===== src/rtl/sum_seq_ctrl.sv =====
// rtl/sum_seq_ctrl.sv - control FSM sequencing the register-file/ALU datapath to compute sum(1..n); optional MAX_N_CHECK_EN
module sum_seq_ctrl #(
    parameter int WIDTH = 8,
    parameter int MAX_N = 22
) (
    input  logic             clock,
    input  logic             reset_n,
    input  logic             start,
    input  logic [WIDTH-1:0] n_value,
    output logic             busy,
    output logic             done,
    output logic [WIDTH-1:0] result,
    output logic             error,
    input  logic             n_is_0,
    input  logic [WIDTH-1:0] run_sum,
    output logic [WIDTH-1:0] n_in,
    output logic             input_enable_mux,
    output logic             WE,
    output logic             RAE,
    output logic             RBE,
    output logic             output_enable_buf,
    output logic [1:0]       WA,
    output logic [1:0]       RAA,
    output logic [1:0]       RBA,
    output logic [2:0]       alu_op,
    output logic [1:0]       shift_op
);

    typedef enum logic [2:0] {
        S_IDLE,
        S_INIT,
        S_LOAD,
        S_TEST,
        S_ADD,
        S_DEC,
        S_OUT
`ifdef MAX_N_CHECK_EN
        , S_REJECT
`endif
    } state_t;

    typedef struct packed {
        logic       ie_mux;
        logic       we;
        logic [1:0] wa;
        logic       rae;
        logic [1:0] raa;
        logic       rbe;
        logic [1:0] rba;
        logic [2:0] alu;
        logic       oe;
    } ctrl_t;

    state_t state;
    state_t state_next;
    ctrl_t  ctrl;

    // Control word for a state; registered from the next state so outputs are Moore and glitch-free.
    function automatic ctrl_t decode(input state_t s);
        ctrl_t c;
        c = '0;
        case (s)
            S_INIT: begin
                c.we  = 1'b1; c.wa  = 2'b00;
                c.rae = 1'b1; c.raa = 2'b00;
                c.rbe = 1'b1; c.rba = 2'b00;
                c.alu = 3'b101;
            end
            S_LOAD: begin
                c.ie_mux = 1'b1;
                c.we     = 1'b1; c.wa = 2'b01;
            end
            S_TEST: begin
                c.rae = 1'b1; c.raa = 2'b01;
                c.alu = 3'b000;
            end
            S_ADD: begin
                c.we  = 1'b1; c.wa  = 2'b00;
                c.rae = 1'b1; c.raa = 2'b00;
                c.rbe = 1'b1; c.rba = 2'b01;
                c.alu = 3'b100;
            end
            S_DEC: begin
                c.we  = 1'b1; c.wa  = 2'b01;
                c.rae = 1'b1; c.raa = 2'b01;
                c.alu = 3'b111;
            end
            S_OUT: begin
                c.rae = 1'b1; c.raa = 2'b00;
                c.alu = 3'b000;
                c.oe  = 1'b1;
            end
            default: c = '0;
        endcase
        return c;
    endfunction

    always_comb begin
        state_next = state;
        case (state)
            S_IDLE: begin
                if (start) begin
`ifdef MAX_N_CHECK_EN
                    if (n_value > WIDTH'(MAX_N))
                        state_next = S_REJECT;
                    else
                        state_next = S_INIT;
`else
                    state_next = S_INIT;
`endif
                end
            end
            S_INIT:  state_next = S_LOAD;
            S_LOAD:  state_next = S_TEST;
            S_TEST:  state_next = n_is_0 ? S_OUT : S_ADD;
            S_ADD:   state_next = S_DEC;
            // n_is_0 here reflects the decremented counter value
            S_DEC:   state_next = n_is_0 ? S_OUT : S_ADD;
            S_OUT:   state_next = S_IDLE;
            default: state_next = S_IDLE;
        endcase
    end

`ifdef MAX_N_CHECK_EN
    logic error_q;
    assign error = error_q;
`else
    assign error = 1'b0;
`endif

    always_ff @(posedge clock or negedge reset_n) begin
        if (!reset_n) begin
            state  <= S_IDLE;
            ctrl   <= '0;
            busy   <= 1'b0;
            done   <= 1'b0;
            result <= '0;
            n_in   <= '0;
`ifdef MAX_N_CHECK_EN
            error_q <= 1'b0;
`endif
        end else begin
            state <= state_next;
            ctrl  <= decode(state_next);
            busy  <= (state_next != S_IDLE);
`ifdef MAX_N_CHECK_EN
            done    <= (state_next == S_OUT) || (state_next == S_REJECT);
            error_q <= (state_next == S_REJECT);
`else
            done    <= (state_next == S_OUT);
`endif
            if (state == S_IDLE && state_next == S_INIT)
                n_in <= n_value;
            if (state == S_OUT)
                result <= run_sum;
        end
    end

    assign input_enable_mux  = ctrl.ie_mux;
    assign WE                = ctrl.we;
    assign WA                = ctrl.wa;
    assign RAE               = ctrl.rae;
    assign RAA               = ctrl.raa;
    assign RBE               = ctrl.rbe;
    assign RBA               = ctrl.rba;
    assign alu_op            = ctrl.alu;
    assign output_enable_buf = ctrl.oe;
    assign shift_op          = 2'b00;

endmodule


===== config.mk =====
export PLATFORM = sky130hd
export DESIGN_NAME = sum_seq_ctrl
export DESIGN_NICKNAME = d
export VERILOG_FILES = /design/src/rtl/sum_seq_ctrl.sv
export SDC_FILE = /design/constraint.sdc
export NUM_CORES = 1
export LEC_CHECK = 0
export BUFFER_PORTS_ARGS = -buffer_cell sky130_fd_sc_hd__buf_2
export CAP_MARGIN = 10
export CORE_AREA = 2 2 51 65
export DETAILED_ROUTE_END_ITERATION = 12
export DIE_AREA = 0 0 53 67
export GPL_TIMING_DRIVEN = 0
export PLACE_DENSITY = 0.77
export SYNTH_ARGS = -nofsm -noshare
export SYNTH_HDL_FRONTEND = slang
export SYNTH_SLANG_ARGS = --single-unit

===== constraint.sdc =====
create_clock -name clock -period 2.02 [get_ports clock]
set_clock_uncertainty 0.05 [all_clocks]
set_input_delay 0.202 -clock clock [delete_from_list [all_inputs] [get_ports clock]]
set_output_delay 0.202 -clock clock [all_outputs]
set_load 0.01 [all_outputs]

; ---- After elaboration in Yosys (flattened, before gate mapping)
; Cells that the tools add are included.
[totals]
regBits = 35
input_bits = 20
elab_cells = 43
[op_classes]
n_eq_ne = 12
muxes = 9
n_reduce_logical = 8
[op_table]
columns = operator, count
row1 = == test 3 bit (second input constant), 6
row2 = case mux 3 bit (2 select lines), 3
row3 = case mux 3 bit (5 select lines), 1
row4 = == test 3 x 2 -> 1 bit (second input constant), 4
row5 = case mux 3 bit (3 select lines), 1
row6 = OR reduction 2 bit, 4
row7 = == test 3 x 1 -> 1 bit (second input constant), 2
row8 = logical NOT 3 bit, 1
row9 = 2-to-1 mux 3 bit, 1
row10 = nonzero test 3 bit, 1
row11 = OR reduction 3 bit, 1
row12 = 2-to-1 mux 1 bit, 2
row13 = 2-to-1 mux 2 bit, 1
row14 = logical AND 1 bit, 1

; ---- Depth between registers and ports, before layout
; Gate-level depths: netlist (run 1).
[logic_depth]
ltp_word = 6
depth_mapped = 4
ltp_nobuf = 2

; ---- Least setup slack after synthesis (run 1)
; OpenSTA, ideal clock, no wires.
[synth_path]
path_kind = reg-to-reg
start = reg state[2]
end = reg n_in[0]
arrival_time_ns = 1.334
required_time_ns = 1.845
path_slack_ns = 0.511
path_stages_with_launch = 4
path_buffers = 1
synth_period_minus_slack_ns = 1.509
path_cell_list = dfrtp_1 buf_6 nor4b_4 mux2_2
[synth_via]
elab_chain_len = 5
word_cells_on_any_way = 11
classes_between = eq/ne (6) / mux (2) / reduce/logical (3)
[synth_lines]
columns = element, line
row1 = start: declaration, 54  ; state_t state;
row2 = start signal: assignment, 143  ; state <= state_next;
row3 = == test 3 bit / == test 3 x 2 -> 1 bit (equally long branches), 100  ; case (state)
row4 = OR reduction 2 bit (no line), --
row5 = case mux 3 bit (5 select lines), 100
row6 = == test 3 x 1 -> 1 bit, 152  ; if (state == S_IDLE && state_next == S_INIT)
row7 = logical AND 1 bit (*), 152
row8 = end signal: assignment, 153  ; n_in <= n_value;
row9 = end: declaration, 16  ; output logic [WIDTH-1:0] n_in,
; Mark *: on every way between the ends. The rest lies on a longest branch, timed or not.
; A chain may end at the register's enable or synchronous reset.

; ---- Worst setup path in the final report (run 1)
[layout_path]
start = reg state[2]
end = reg n_in[6]
; The elaborated chain is that of the path after synthesis.

==> run_results.csv, run 1 <==
group,metric,value,unit
critical_path,cp_cell_sequence,"buf_6 > nor4b_4 > mux2_2",
cts,cts_tree,"yes",
drt,dr.first_iter.drc_count,7,
sta,timing.fmax,594,MHz
pwr,p_clk_share,14.0,%
place,dp_hpwl,1740,µm
drt,wl,2290,µm
sta,period_minus_slack,1.68,ns
critical_path,crit_slowest_cell,"nor4b_4",
cts,insertion_delay,0.32,ns
layout,fin_cells,194,
critical_path,cp.required,2.18,ns
cts,path_clk_slew,0.09,ns
layout,final_nets,178,
layout,area.growth.synth_to_final,28.9,%
logic_synthesis,synthFlopType,"dfrtp_1",
layout,final_common_cell,"buf_2",
die,start_util,44.3,%
logic_synthesis,synth_area_leaders,"dfrtp_1 (61%), mux2_2 (14%), buf_4 (4.1%), nor2_1 (2.1%), nand2b_1 (2.0%)",
die,core-area,2890,µm²
drt,postRouteAntennaNets,0,
logic_synthesis,synth_seq_cells,31,
pwr,p_sw_share,35.0,%
pwr,powerDensity,1510,nW/µm²
critical_path,path_class,"reg2reg",
status,status,"finished, final reports clean",
critical_path,critPathTopFamily,"simple AND/OR/NAND/NOR gates",
layout,drive_gt1_share,51.9,%
logic_synthesis,synth_area_leader_cell,"dfrtp_1",
logic_synthesis,syn_inst,97,
cts,ctsHtreeMaxLevel,2,
layout,mostFrequentLayoutCells,"buf_2 (50), dfrtp_1 (31), mux2_2 (16)",
sta,rsz0062_at_grt,"no",
global_routing,grt_max_degree,32,
cts,clock_tree.buffer_depth,2,
drt,vias,926,
sta,post-route-period-util,83.3,%
critical_path,cp-start-kind,"register",
die,die_w,53,µm
logic_synthesis,synth-async-reset-ratio,100,%
place,gp_congestion,0.834,
global_routing,grt_pass1_wl,3530,µm
global_routing,grtUsageTotal,14.1,%
global_routing,grt_pass1_vias,797,
sta,slew_viol_final,0,
critical_path,crit_arrival,1.84,ns
logic_synthesis,syn_area_per_cell,13.2,µm²
pwr,power.leakage,0.844,nW
sta,fin_setup_tns,0,ns
sta,maxSlewHeadroom,56.6,%
place,dp_cells,186,
die,die_h,67,µm
drt,wl_per_cell,11.8,µm
global_routing,grt_overflow,0,
critical_path,crit_path_end_kind,"register",
die,rows,22,
layout,n_antenna_cell,0,
die,dieArea,3550,µm²
layout,fin_area,1650,µm²
critical_path,cp_max_fo,9,
drt,drt_pass1_iterations,4,
critical_path,crit_buf_inv,1,
cts,cts_root_buf,"clkbuf_4",
flow_run,drv_cap,0,
cts,clock-sinks,31,
sta,finalSetupViolCount,0,
logic_synthesis,synth-seq-area-share,60.5,%
pwr,combPwrFrac,44.8,%
critical_path,slowest_delay,0.60,ns
drt,drc,0,
logic_synthesis,yosys_warnings,0,
pwr,pwr-share-seq,41.1,%
pwr,ir_drop,758,µV
drt,vias_per_cell,4.77,
logic_synthesis,ys_types,26,
sta,hold_violations,0,
logic_synthesis,syn_area,1280,µm²
die,top_level_ports,55,
pwr,power_switching,0.873,mW
logic_synthesis,synth_edf_count,0,
cts,cts_buffers,5,
place,dpl_cell_area,1590,µm²
worst_hold_path,hp-class,"in2reg",
place,place.port_buffers,48,
pwr,p_int,1.62,mW
global_routing,antenna_found_initial,0,
sta,tightest_slew,0.651,ns
layout,fillers,266,
logic_synthesis,yosysTopAreaCellShare,60.5,%
## metal layers
layer / share of wire [%] / vias to the layer above / global-route usage [%] / wire, µm
met5: 0 / - / 0 / 0
met4: 1.3 / 0 / 4.81 / 30
met3: 8.3 / 4 / 6.05 / 189
met2: 52 / 37 / 23.3 / 1190
met1: 38 / 446 / 16.0 / 879
li1: - / 439 / - / -
## path summary, 6_finish.rpt
check / start / endpoint / slack [ns] / depth (start not counted)
min reg2reg: result[1]$_DFFE_PN0N_ / result[1]$_DFFE_PN0N_ / 0.45 / 1
max: state[2]$_DFF_PN0_ / n_in[6]$_DFFE_PN0P_ / 0.34 / 3
max in group asynchronous: reset_n / WA[0]$_DFF_PN0_ / 1.11 / 2
min: n_value[2] / n_in[2]$_DFFE_PN0P_ / 0.06 / 2
min in group asynchronous: reset_n / alu_op[1]$_DFF_PN0_ / 0.39 / 2
max reg2reg: state[2]$_DFF_PN0_ / n_in[6]$_DFFE_PN0P_ / 0.34 / 3
## cells in the mapped netlist, types with 2 or more instances
library cell  number
clkbuf_1           2
xnor2_1            2
nand2b_1           4
a21oi_1            2
and2_1             2
mux2_2            16
buf_4              7
o21bai_1           2
nor3_1             3
a221oi_1           2
buf_2              2
nand2_1            2
nor2_1             7
nor2b_1            2
dfrtp_1           31
## flip-flops by register name (all words and copies together) (netlist names)
name / flops
WE: 1
output_enable_buf: 1
RBE: 1
RBA: 1
n_in: 8
busy: 1
input_enable_mux: 1
result: 8
RAA: 1
RAE: 1
state: 3
WA: 1
alu_op: 3
## metrics by stage
stage	hold slack, ns	total power [mW]	util, %	setup WS [ns]
global placement	0.205	2.12	54.8	0.380
global route	0.0288	2.70	57.1	0.242
detailed placement	0.225	2.18	54.8	0.298
finish	0.0575	2.49	57.1	0.337
CTS	0.0418	2.54	57.1	0.314
floorplan	-0.144	1.77	-	0.511
## kinds of logic (layout without fill, tap and decap cells)
group	count (synthesis)	in the layout	share of synthesized area (%)
simple gates	24	24	11.5
mux	16	16	14.1
flops	31	31	60.5
compound gates	10	10	5.57
other cells	1	6	0.293
buf+inv	13	69	6.64
xor+xnor	2	2	1.37
## layout make-up
cell class                      instances  area, µm²  area share (%)
Sequential cell                        31        776            47.0
Buffer                                 12       81.3            4.92
Clock inverter                          1       5.00           0.303
Timing Repair Buffer                   49        250            15.2
Tap cell                               36       45.0            2.73
Multi-Input combinational cell         58        439            26.6
Clock buffer                            6       51.3            3.11
Inverter                                1       3.75           0.227
## timing repair
action | 4_1_cts | 5_1_grt
hold endpoints to repair | 31 | 0
gates resized for setup | 0 | 0
hold buffers | 1 | 0
buffers inserted | 0 | 0
## power groups by stage
stage	Clock (mW)	Combinational [mW]	Sequential (mW)
final	0.350	1.12	1.03
after global routing	0.404	1.24	1.06
after CTS	0.367	1.14	1.03
after detailed placement	0	1.14	1.04
after global placement	0	1.10	1.02
after floorplan	0	0.602	1.17
(Power assumes the default switching activity.)
==> run 2, diff against run 1 <==
--- a/config.mk
+++ b/config.mk
@@ -7,11 +7,11 @@
 export LEC_CHECK = 0
 export BUFFER_PORTS_ARGS = -buffer_cell sky130_fd_sc_hd__buf_2
 export CAP_MARGIN = 10
-export CORE_AREA = 2 2 51 65
+export CORE_AREA = 2 2 53 67
 export DETAILED_ROUTE_END_ITERATION = 12
-export DIE_AREA = 0 0 53 67
+export DIE_AREA = 0 0 55 69
 export GPL_TIMING_DRIVEN = 0
-export PLACE_DENSITY = 0.77
+export PLACE_DENSITY = 0.75
 export SYNTH_ARGS = -nofsm -noshare
 export SYNTH_HDL_FRONTEND = slang
 export SYNTH_SLANG_ARGS = --single-unit
==> constraint.sdc (replaced) <==
create_clock -name clock -period 1.5 [get_ports clock]
set_clock_uncertainty 0.05 [all_clocks]
set_input_delay 0.15 -clock clock [delete_from_list [all_inputs] [get_ports clock]]
set_output_delay 0.15 -clock clock [all_outputs]
set_load 0.01 [all_outputs]
==> run 2 against run 1 <==
Against the previous run:
- register-to-register slack got worse by 0.29 ns
- flip-flop and latch count did not move
- hold slack barely moved
- first-iteration DRC count fell by 43%
- power rose by 44%
- sequential power rose by 37%
- combinational power rose by 38%
- die area rose by 6.9%
- via count fell by 0.86%
- fmax rose by 16%
- clock power rose by 81%
- global-route usage rose by 0.086 points
- critical path type unchanged
- critical endpoint is now n_in[4]$_DFFE_PN0P_
- largest power group unchanged
- highest routed layer unchanged
==> run_results.csv, run 2 (synthesis results as in run 1) <==
group,metric,value,unit
sta,post-route-period-util,97.0,%
sta,timing.fmax,687,MHz
drt,wl,2360,µm
critical_path,crit_slowest_cell,"dfrtp_2",
drt,wl_per_cell,11.9,µm
sta,tightest_slew,0.662,ns
place,dp_cells,187,
critical_path,crit_buf_inv,1,
layout,fin_cells,199,
drt,drt_pass1_iterations,4,
die,dieArea,3800,µm²
drt,dr.first_iter.drc_count,4,
layout,fillers,303,
cts,insertion_delay,0.27,ns
pwr,power.leakage,0.880,nW
die,core-area,3170,µm²
pwr,ir_drop,1030,µV
critical_path,cp_max_fo,7,
global_routing,grt_overflow,0,
die,rows,23,
layout,top_regs,"n_in: 8 flops, result: 8 flops",
place,dpl_cell_area,1590,µm²
die,die_h,69,µm
critical_path,critPathTopFamily,"flip-flops",
worst_hold_path,hp-class,"in2reg",
layout,area.growth.synth_to_final,34.3,%
cts,cts_tree,"yes",
critical_path,path_class,"reg2reg",
place,dp_hpwl,1810,µm
sta,slew_viol_final,0,
critical_path,crit_path_end_kind,"register",
layout,mostFrequentLayoutCells,"buf_2 (49), dfrtp_1 (29), mux2_2 (16)",
critical_path,slowest_delay,0.45,ns
layout,drive_gt1_share,54.9,%
place,gp_congestion,0.771,
die,top_level_ports,55,
critical_path,cp-start-kind,"register",
drt,vias_per_cell,4.61,
pwr,powerDensity,2090,nW/µm²
status,status,"finished, final reports clean",
global_routing,grtUsageTotal,14.2,%
critical_path,cp_cell_sequence,"nor4b_4 > buf_4 > mux2_2",
sta,setup_ws,0.0446,ns
critical_path,cp.required,1.61,ns
sta,rsz0062_at_grt,"yes",
place,place.port_buffers,48,
drt,vias,918,
cts,path_clk_slew,0.06,ns
pwr,total_power,3.60,mW
cts,cts_buffers,5,
global_routing,antenna_found_initial,0,
layout,final_common_cell,"buf_2",
global_routing,grt_pass1_wl,3880,µm
drt,drc,0,
cts,clock_tree.buffer_depth,2,
cts,cts_root_buf,"clkbuf_8",
sta,period_minus_slack,1.46,ns
layout,n_antenna_cell,0,
layout,fin_area,1720,µm²
die,die_w,55,µm
global_routing,grt_pass1_vias,943,
place,pre_cts_ws,-0.192,ns
sta,hold_violations,0,
flow_run,drv_cap,0,
layout,final_util,54.3,%
global_routing,grt_max_degree,32,
die,start_util,40.5,%
cts,clock-sinks,31,
layout,final_nets,182,
critical_path,crit_arrival,1.56,ns
cts,ctsHtreeMaxLevel,2,
sta,maxSlewHeadroom,55.9,%
sta,finalSetupViolCount,0,
drt,postRouteAntennaNets,0,
[run 2: cell count changes in the layout (fill, tap and decap cells not counted), sizes merged]
| cell | change |
|---|---|
| buf | +4 |
[run 2: what timing repair did]
action	CTS	global route
setup endpoints to repair	8	12
hold buffers	1	0
endpoints found under the hold margin	31	0
gates resized for setup	1	3
buffers inserted	4	1
pin swaps	1	0
[run 2: layout make-up]
type	instances	area, µm²	share of cell area [%]
sequential	31	778	45.2
multi-input combinational	58	439	25.5
timing repair buffer	54	288	16.7
clock buffer	6	82.6	4.80
buffer	11	77.6	4.51
tap	37	46.3	2.69
clock inverter	1	5.00	0.291
inverter	1	3.75	0.218
[run 2: final timing paths]
| kind | startpoint | to | slack (ns) | cells past startpoint |
|---|---|---|---|---|
| setup / recovery | state[0]$_DFF_PN0_ | n_in[4]$_DFFE_PN0P_ | 0.04 | 3 |
| hold / removal | n_value[1] | n_in[1]$_DFFE_PN0P_ | 0.06 | 2 |
| setup reg to reg | state[0]$_DFF_PN0_ | n_in[4]$_DFFE_PN0P_ | 0.04 | 3 |
| hold reg to reg | n_in[1]$_DFFE_PN0P_ | n_in[1]$_DFFE_PN0P_ | 0.45 | 1 |
| max in group asynchronous | reset_n | state[1]$_DFF_PN0_ | 0.54 | 2 |
| min in group asynchronous | reset_n | busy$_DFF_PN0_ | 0.39 | 2 |
[run 2: metrics by stage]
step | hold slack [ns] | TNS, ns
2_1_floorplan | -0.196 | -0.0713
3_3_place_gp | 0.160 | -1.25
3_5_place_dp | 0.172 | -1.47
4_1_cts | 0.0491 | 0
5_1_grt | 0.0484 | -0.0328
6_report | 0.0573 | 0
[run 2: layer usage]
metal / up-vias / global-route usage, % / wire length, µm
met5: - / 0 / 0
met4: 0 / 10.0 / 51
met3: 4 / 4.11 / 161
met2: 35 / 24.6 / 1310
met1: 438 / 12.9 / 836
li1: 441 / - / -
[run 2: where the power goes]
group	total (mW)	internal [mW]	switching [mW]
registers	1.41	1.23	0.183
clock network	0.632	0.359	0.273
logic	1.55	0.798	0.754
total	3.60	2.39	1.21
==> run 3, diff against run 2 <==
==> constraint.sdc (replaced) <==
create_clock -name clock -period 1.5 [get_ports clock]
set_clock_uncertainty 0.05 [all_clocks]
set_input_delay 0.075 -clock clock [delete_from_list [all_inputs] [get_ports clock]]
set_output_delay 0.075 -clock clock [all_outputs]
set_load 0.01 [all_outputs]
==> run 3 against run 2 <==
Against the previous run:
- sequential share of layout area down 3.9 points
- critical path type unchanged
- non-clock buffer count grew 16
- via count rose by 6.1%
- utilization rose by 5.1 points
- die area is the same
- power up 1.1%
- first-iteration DRC count stayed put
- combinational power increased by 3%
- largest cell class unchanged
==> run_results.csv, run 3 (synthesis results as in run 1) <==
group,metric,value,unit
status,status,"finished, final reports clean",
sta,slew_viol_final,0,
global_routing,grt_pass1_vias,1038,
cts,cts_buffers,5,
place,dpl_cell_area,1590,µm²
global_routing,grt_pass1_wl,4200,µm
layout,fin_area,1880,µm²
die,start_util,40.5,%
drt,postRouteAntennaNets,0,
drt,drc,0,
sta,finalSetupViolCount,0,
layout,fin_cells,215,
critical_path,cp-start-kind,"register",
layout,drive_gt1_share,50.0,%
layout,area.growth.synth_to_final,46.8,%
drt,dr.first_iter.drc_count,4,
layout,fillers,285,
critical_path,cp.required,1.61,ns
global_routing,antenna_found_initial,0,
layout,n_antenna_cell,0,
flow_run,drv_cap,0,
global_routing,grt_max_degree,32,
sta,rsz0062_at_grt,"yes",
pwr,total_power,3.64,mW
drt,wl_per_cell,11.9,µm
die,core-area,3170,µm²
global_routing,grtUsageTotal,15.3,%
pwr,p_int,2.42,mW
drt,vias,974,
pwr,p_sw_share,33.6,%
layout,top_regs,"n_in: 8 flops, result: 8 flops",
place,gp_congestion,0.771,
cts,cts_tree,"yes",
cts,cts_root_buf,"clkbuf_8",
die,dieArea,3800,µm²
sta,maxSlewHeadroom,55.9,%
pwr,p_clk_share,17.4,%
global_routing,grt_overflow,0,
cts,ctsHtreeMaxLevel,2,
drt,drt_pass1_iterations,4,
drt,vias_per_cell,4.53,
cts,clock_tree.buffer_depth,2,
sta,period_minus_slack,1.46,ns
drt,wl,2570,µm
layout,mostFrequentLayoutCells,"buf_2 (49), dfrtp_1 (29), dlygate4sd3_1 (17)",
pwr,powerDensity,1930,nW/µm²
die,die_w,55,µm
cts,path_clk_slew,0.06,ns
place,dp_cells,187,
cts,clock-sinks,31,
layout,final_nets,198,
die,die_h,69,µm
place,dp_hpwl,1810,µm
pwr,combPwrFrac,43.7,%
critical_path,crit_path_end_kind,"register",
pwr,power_switching,1.22,mW
sta,hold_violations,0,
place,place.port_buffers,48,
critical_path,path_class,"reg2reg",
sta,post-route-period-util,97.0,%
die,top_level_ports,55,
cts,insertion_delay,0.27,ns
worst_hold_path,hp-class,"in2reg",
layout,final_util,59.4,%
die,rows,23,
critical_path,crit_arrival,1.56,ns
sta,timing.fmax,687,MHz
pwr,pwr-share-seq,38.9,%
pwr,power.leakage,0.947,nW
sta,tightest_slew,0.661,ns
pwr,ir_drop,1060,µV
critical_path,cp_max_fo,7,
layout,final_common_cell,"buf_2",
-- run 3: worst max-delay path, cell delays in order (launching register included) --
cell and delay, ns:
dfrtp_2 0.45, nor4b_4 0.30, buf_4 0.19, mux2_2 0.33
-- run 3: path summary, 6_finish.rpt --
path                                     startpoint                   to  slack, ns  depth (start not counted)
worst max-delay path             state[0]$_DFF_PN0_  n_in[4]$_DFFE_PN0P_       0.04                          3
worst min-delay path                          start  alu_op[0]$_DFF_PN0_       0.05                          2
worst max register to register   state[0]$_DFF_PN0_  n_in[4]$_DFFE_PN0P_       0.04                          3
worst min register to register  n_in[1]$_DFFE_PN0P_  n_in[1]$_DFFE_PN0P_       0.45                          1
max in group asynchronous                   reset_n   state[1]$_DFF_PN0_       0.62                          2
min in group asynchronous                   reset_n       busy$_DFF_PN0_       0.32                          2
-- run 3: per-stage QoR --
step                      hold WS [ns]  worst slack (ns)  TNS [ns]
after global routing            0.0577           -0.0126   -0.0328
after global placement          0.0847            -0.157     -1.25
after floorplan                 -0.271          -0.00891   -0.0713
after detailed placement        0.0968            -0.192     -1.47
after CTS                       0.0393            0.0219         0
final                           0.0471            0.0444         0
-- run 3: power by group through the flow --
stage / registers, mW / clock network (mW) / logic [mW]
detailed placement: 1.41 / 0 / 1.53
floorplan: 1.58 / 0 / 0.811
global placement: 1.38 / 0 / 1.48
finish: 1.42 / 0.633 / 1.59
global route: 1.47 / 0.698 / 1.76
CTS: 1.42 / 0.656 / 1.58
-- run 3: layout make-up --
class                           count  area [µm²]  share of cell area, %
Clock inverter                      1        5.00                  0.266
Timing Repair Buffer               70         448                   23.8
Clock buffer                        6        82.6                   4.39
Tap cell                           37        46.3                   2.46
Multi-Input combinational cell     58         439                   23.4
Inverter                            1        3.75                  0.200
Sequential cell                    31         778                   41.4
Buffer                             11        77.6                   4.13
-- run 3: per-layer routing --
layer	track usage [%]	up-vias	part of all wire (%)
li1	-	473	-
met1	13.4	462	36
met2	27.5	35	57
met3	4.33	4	5.7
met4	10.0	0	2.0
met5	0	-	0
-- run 3: repair_timing --
item / 4_1_cts / 5_1_grt
hold buffers: 17 / 0
pin swaps: 1 / 0
setup endpoints to repair: 8 / 11
buffers inserted: 4 / 1
endpoints found under the hold margin: 47 / 0
resized for setup: 1 / 3
